--- config.mk ---
export PLATFORM = sky130hd
export DESIGN_NAME = mul_div_unit
export DESIGN_NICKNAME = d
export VERILOG_FILES = /design/src/rtl/md_pkg.sv /design/src/rtl/mul_div_unit.sv
export SDC_FILE = /design/constraint.sdc
export NUM_CORES = 1
export LEC_CHECK = 0
export BUFFER_PORTS_ARGS = -buffer_cell sky130_fd_sc_hd__buf_2
export CORE_MARGIN = 5
export CORE_UTILIZATION = 62
export DETAILED_ROUTE_END_ITERATION = 10
export PLACE_DENSITY = 0.78
export SLEW_MARGIN = 20
export SYNTH_ARGS = -nofsm -noshare
export SYNTH_HDL_FRONTEND = slang
export SYNTH_SLANG_ARGS = --single-unit
--- constraint.sdc ---
create_clock -name clk -period 4.4 [get_ports clk]
set_input_delay 0.22 -clock clk [delete_from_list [all_inputs] [get_ports clk]]
set_output_delay 0.22 -clock clk [all_outputs]
set_load 0.02 [all_outputs]
--- src/rtl/md_pkg.sv ---
// Shared types for the RV32M multiply/divide unit: funct3 encodings, FSM states,
// iteration count and operand-signedness helpers.
package md_pkg;

   localparam int MD_ITERS = 32;

   typedef enum logic [2:0] {
      MUL    = 3'b000,
      MULH   = 3'b001,
      MULHSU = 3'b010,
      MULHU  = 3'b011,
      DIV    = 3'b100,
      DIVU   = 3'b101,
      REM    = 3'b110,
      REMU   = 3'b111
   } md_op_e;

   typedef enum logic [1:0] {
      IDLE,
      CALC,
      FIX
   } md_state_e;

   // MUL is sign-agnostic in its low word, so it is treated as unsigned.
   function automatic logic op_a_signed(md_op_e o);
      return o inside {MULH, MULHSU, DIV, REM};
   endfunction

   function automatic logic op_b_signed(md_op_e o);
      return o inside {MULH, DIV, REM};
   endfunction

endpackage

--- src/rtl/mul_div_unit.sv ---
// Iterative RV32M multiply/divide: 32 shift-add or restoring-divide steps on
// unsigned magnitudes, then a one-cycle sign fix, for a fixed 34-cycle latency.
module mul_div_unit
   import md_pkg::*;
#(
   parameter int DATA_WIDTH = 32,
   parameter int ADDR_WIDTH = 5
) (
   input  logic                  clk,
   input  logic                  rst,
   input  logic                  start,
   input  logic [2:0]            op,
   input  logic [DATA_WIDTH-1:0] a,
   input  logic [DATA_WIDTH-1:0] b,
   input  logic [ADDR_WIDTH-1:0] tag_in,
   output logic                  busy,
   output logic                  done,
   output logic [DATA_WIDTH-1:0] result,
   output logic [ADDR_WIDTH-1:0] tag_out
);

   localparam int DW = DATA_WIDTH;

   md_state_e             state_q, state_d;
   logic [5:0]            cnt_q, cnt_d;
   md_op_e                op_q, op_d;
   logic [ADDR_WIDTH-1:0] tag_q, tag_d;
   logic                  neg_a_q, neg_a_d;
   logic                  neg_b_q, neg_b_d;
   logic [2*DW-1:0]       acc_q, acc_d;
   logic [DW-1:0]         bmag_q, bmag_d;
   logic [DW-1:0]         result_q, result_d;
   logic [ADDR_WIDTH-1:0] tag_out_q, tag_out_d;
   logic                  done_q, done_d;

   // Multiply step: {hi, lo} holds partial product over the remaining multiplier bits.
   logic [DW:0]     mul_sum;
   logic [2*DW-1:0] mul_step;
   assign mul_sum  = {1'b0, acc_q[2*DW-1:DW]} + (acc_q[0] ? {1'b0, bmag_q} : '0);
   assign mul_step = {mul_sum, acc_q[DW-1:1]};

   // Divide step: {rem, quotient}; shifted remainder can briefly need DW+1 bits.
   logic [DW:0]     rem_sh;
   logic [DW-1:0]   rem_sub;
   logic [2*DW-1:0] div_step;
   assign rem_sh   = acc_q[2*DW-1:DW-1];
   assign rem_sub  = rem_sh[DW-1:0] - bmag_q;
   assign div_step = (rem_sh >= {1'b0, bmag_q}) ? {rem_sub, acc_q[DW-2:0], 1'b1}
                                                : {acc_q[2*DW-2:0], 1'b0};

   logic            sign_diff, b_zero;
   logic [2*DW-1:0] prod_fix;
   logic [DW-1:0]   quot_fix, rem_fix, fix_val;
   assign sign_diff = neg_a_q ^ neg_b_q;
   assign b_zero    = (bmag_q == '0);
   assign prod_fix  = sign_diff ? -acc_q : acc_q;
   assign quot_fix  = sign_diff ? -acc_q[DW-1:0] : acc_q[DW-1:0];
   assign rem_fix   = neg_a_q ? -acc_q[2*DW-1:DW] : acc_q[2*DW-1:DW];

   // Divide-by-zero: REM/REMU already yield a on the normal path; DIV needs the override.
   always_comb begin
      unique case (op_q)
         MUL:                fix_val = prod_fix[DW-1:0];
         MULH, MULHSU, MULHU: fix_val = prod_fix[2*DW-1:DW];
         DIV, DIVU:          fix_val = b_zero ? '1 : quot_fix;
         default:            fix_val = rem_fix;
      endcase
   end

   // NOTE: every always_comb output gets a default first so no path infers a latch.
   always_comb begin
      state_d   = state_q;
      cnt_d     = cnt_q;
      op_d      = op_q;
      tag_d     = tag_q;
      neg_a_d   = neg_a_q;
      neg_b_d   = neg_b_q;
      acc_d     = acc_q;
      bmag_d    = bmag_q;
      result_d  = result_q;
      tag_out_d = tag_out_q;
      done_d    = 1'b0;
      unique case (state_q)
         IDLE: begin
            if (start) begin
               op_d    = md_op_e'(op);
               tag_d   = tag_in;
               neg_a_d = op_a_signed(md_op_e'(op)) & a[DW-1];
               neg_b_d = op_b_signed(md_op_e'(op)) & b[DW-1];
               acc_d   = {{DW{1'b0}}, (neg_a_d ? -a : a)};
               bmag_d  = neg_b_d ? -b : b;
               cnt_d   = '0;
               state_d = CALC;
            end
         end
         CALC: begin
            acc_d = op_q[2] ? div_step : mul_step;
            cnt_d = cnt_q + 6'd1;
            if (cnt_q == 6'(MD_ITERS - 1)) state_d = FIX;
         end
         FIX: begin
            result_d  = fix_val;
            tag_out_d = tag_q;
            done_d    = 1'b1;
            state_d   = IDLE;
         end
         default: state_d = IDLE;
      endcase
   end

   // NOTE: sequential state uses non-blocking assignments so all flops update together.
   always_ff @(posedge clk) begin
      if (!rst) begin
         state_q   <= IDLE;
         cnt_q     <= '0;
         result_q  <= '0;
         tag_out_q <= '0;
         done_q    <= 1'b0;
      end else begin
         state_q   <= state_d;
         cnt_q     <= cnt_d;
         result_q  <= result_d;
         tag_out_q <= tag_out_d;
         done_q    <= done_d;
      end
   end

   // NOTE: datapath registers are left unreset; they are always loaded on accept before use.
   always_ff @(posedge clk) begin
      op_q    <= op_d;
      tag_q   <= tag_d;
      neg_a_q <= neg_a_d;
      neg_b_q <= neg_b_d;
      acc_q   <= acc_d;
      bmag_q  <= bmag_d;
   end

   assign busy    = (state_q != IDLE);
   assign done    = done_q;
   assign result  = result_q;
   assign tag_out = tag_out_q;

endmodule

==> results.toml <==
[clocking]
cts_tree = "yes"
cts_resized = 0
htree_num_levels = 4
tritoncts_num_sinks = 152
postCtsHoldBufs = 6
worst_skew_pair_later_pin_latency_ns = 0.45
cts_setup_buffers = 0
cts.path.max_buffers = 2
clk_transition_reported_paths_ns = 0.08
cts.root.buffer_cell = "sky130_fd_sc_hd__clkbuf_16"
cts_inserted_buffers = 17

[logic_synthesis]
complex_gate_fraction_of_the_synthesized_area = 0.248
postSynthAreaPerCell_um2 = 8.04
multiplexer_area_fraction_after_synthesis = 0.0365
sequential_cell_area_fraction_in_the_yosys_report = 0.292
postSynth.topFlopCell = "sky130_fd_sc_hd__edfxtp_1"
netlist_area_um2 = 14100
cells_after_synthesis = 1750
synth_nets = 1896
synth-simple-area-share = 0.190
synth_top_family_by_area = "compound AO/OA/AOI/OAI gates"
synthesis.yosys.warnings = 0
synthDistinctLibCells = 76
synth-edff-count = 106
share_of_flip_flops_with_an_asynchronous_set_or_reset = 0
synth-seq-cells = 152
synthAdderAreaFrac = 0.0642
share_of_the_synthesized_netlist_area_taken_by_xor_and_xnor_gates = 0.121

[place]
post-dp-hpwl_um = 34600
dpl.cell_count = 2069
portbufs = 113
gp_congestion = 1.04

[sta]
totalNegativeSetupSlack_ns = 0
report.final.hold_viol_count = 0
slew_headroom = 0.345
min_period_ns = 3.93
timing.final.setup_violations = 0
final_min_period_over_clock_period = 0.894
unrepaired_setup_endpoints_after_global_routing = "false"
timing_max_transition_violations_final = 0
maxClockFrequency_ghz = 0.254
max_slew.worst_pin.slew_ns = 0.973
fin_skew_ns = 0.0180

[drt]
first_pass_iters = 6
route.antenna.remaining_nets = 0
post_drt_via_cell_ratio = 6.78
route.detailed.drc = 0
route.detailed.wl_per_inst_um = 21.7
detail_route.wirelength_um = 45800
dr.first_iter.drc_count = 1890
routed-via-count = 14300

[cells_and_area]
areaGrowthSynthToFinish_pct = 9.95
final_cell_count_no_fill = 2107
antenna_cells_inserted = 0
fraction_of_final_layout_cells_sized_beyond_drive_strength_1 = 0.112
nNetsFinal = 1955

[floorplanning]
dieArea_um2 = 25800
core_area_um2 = 22500
top_level_ports = 114
starting_density = 0.626
std_cell_rows = 55
die_h_um = 161
die_w_um = 161

[power]
vdd.ir_drop.worst_uv = 250
cellPowerDensity_nw_per_um2 = 372
cellLeakagePower_uw = 0.00631

[outcome]
run_status = "complete, no violations"

[job]
max_cap_violations = 0

[global_route]
grt_antenna_before_repair = 0
track_usage = 0.343
grt_start_max_net_pins = 66
number_of_global_route_vias_before_repair = 13200
grt_pass1_wl_um = 71100
overflow = 0

[worst_setup_path]
worstPathRequired_ns = 4.59
cp.arrival_ns = 4.12
cp_slowest_cell = "sky130_fd_sc_hd__o311ai_0"
criticalPathCategory = "flop to flop"
cp_cell_sequence = "inv_1, buf_4, nor2_1, fa_1, a21o_1, a31o_2, and3b_1, o311ai_0, a21oi_1, o32ai_1, xor2_1, o22ai_1"
setup.worst_path.start = "acc_q[0]"
crit-reg2reg-launch = "acc_q[0]"
crit_path_start_kind = "flop"
critical-path-max-stage-delay_ns = 0.68
crit_path_end_kind = "flop"
crit_path_max_fanout = 20

[hold_path]
min_from = "op[2]"
worstHoldPathType = "input pin to flop"
-- synthesized netlist by cell type, drive strengths merged, types with 28 or more instances --
master	instances	share of area
nor3	43	0.016
nand3	35	0.012
nor2	162	0.043
mux2i	48	0.034
xnor2	112	0.070
clkbuf	85	0.023
xor2	83	0.052
nand2	127	0.034
dfxtp	46	0.065
edfxtp	106	0.23
a21oi	181	0.064
a31oi	34	0.015
ha	69	0.061
a21o	31	0.017
o31ai	28	0.015
o21ai	145	0.052
inv	69	0.018
-- worst paths after layout --
| path | slack, ns | to | cells after the start |
|---|---|---|---|
| setup / recovery | 0.47 | acc_q[59] | 12 |
| hold / removal | 0.005 | op_q[2] | 1 |
| setup reg to reg | 0.47 | acc_q[59] | 12 |
| hold reg to reg | 0.45 | tag_out[0] | 2 |
-- report_power, final --
part           switching [µW]  internal [µW]  leakage (µW)
clock                     731            792      0.000289
combinational            1420            893       0.00461
sequential                224           1700       0.00142
-- cells by family after synthesis --
| logic type | Yosys count |
|---|---|
| AO/OA/AOI/OAI | 563 |
| XOR/XNOR | 195 |
| adder cells (fa/ha/maj) | 71 |
| buffers and inverters | 176 |
| flip-flops | 152 |
| multiplexers | 51 |
| AND/OR/NAND/NOR | 542 |
-- metrics by stage --
| stage | hold slack, ns | worst slack [ns] | power, µW | utilization | cell area (µm²) |
|---|---|---|---|---|---|
| floorplan | 0.319 | 1.04 | 3510 | - | 14100 |
| global placement | 0.398 | 0.697 | 4130 | 0.658 | 14800 |
| detailed placement | 0.398 | 0.620 | 4170 | 0.658 | 14800 |
| CTS | 0.00468 | 0.591 | 5670 | 0.688 | 15500 |
| global route | 0.00269 | 0.347 | 6010 | 0.688 | 15500 |
| finish | 0.00542 | 0.468 | 5760 | 0.688 | 15500 |
-- registers in the layout, summed over array words and instances, names as in the netlist, 2 cells and up --
register  cells
acc_q        64
bmag_q       32
cnt_q         6
op_q          3
result       32
state_q       2
tag_out       5
tag_q         5
-- cell usage in the layout, fill, tap and decap left out, drive strengths merged, types with 46 or more instances in the layout --
cell	synthesis	layout
buf	21	140
xnor2	112	112
nand2	127	127
nor2	162	162
ha	69	69
o21ai	145	145
a21oi	181	181
dfxtp	46	46
mux2i	48	48
edfxtp	106	106
xor2	83	83
inv	69	76
-- layout make-up --
class	instances	area [µm²]
clock buffer	18	450
tap	285	357
inverter	70	263
sequential	152	4100
clock inverter	14	150
fill	1851	7020
timing repair buffer	146	841
multi-input combinational	1422	9310
-- critical path, delay by kind of cell, from the launching register on --
family,cells,cell delay [ns]
adder cells (fa/ha/maj),1,0.45
buffers and inverters,2,0.36
AND/OR/NAND/NOR,2,0.30
XOR/XNOR,1,0.18
AO/OA/AOI/OAI,6,1.91
flip-flops,1,0.49
-- routing by layer --
metal,GRT usage,up-vias,routed length [µm]
met5,0,-,0
met4,0.120,0,1760
met3,0.0931,149,5680
met2,0.532,870,19900
met1,0.464,6667,18500
li1,-,6607,-
Note: power is estimated with default switching activity, not from simulation.
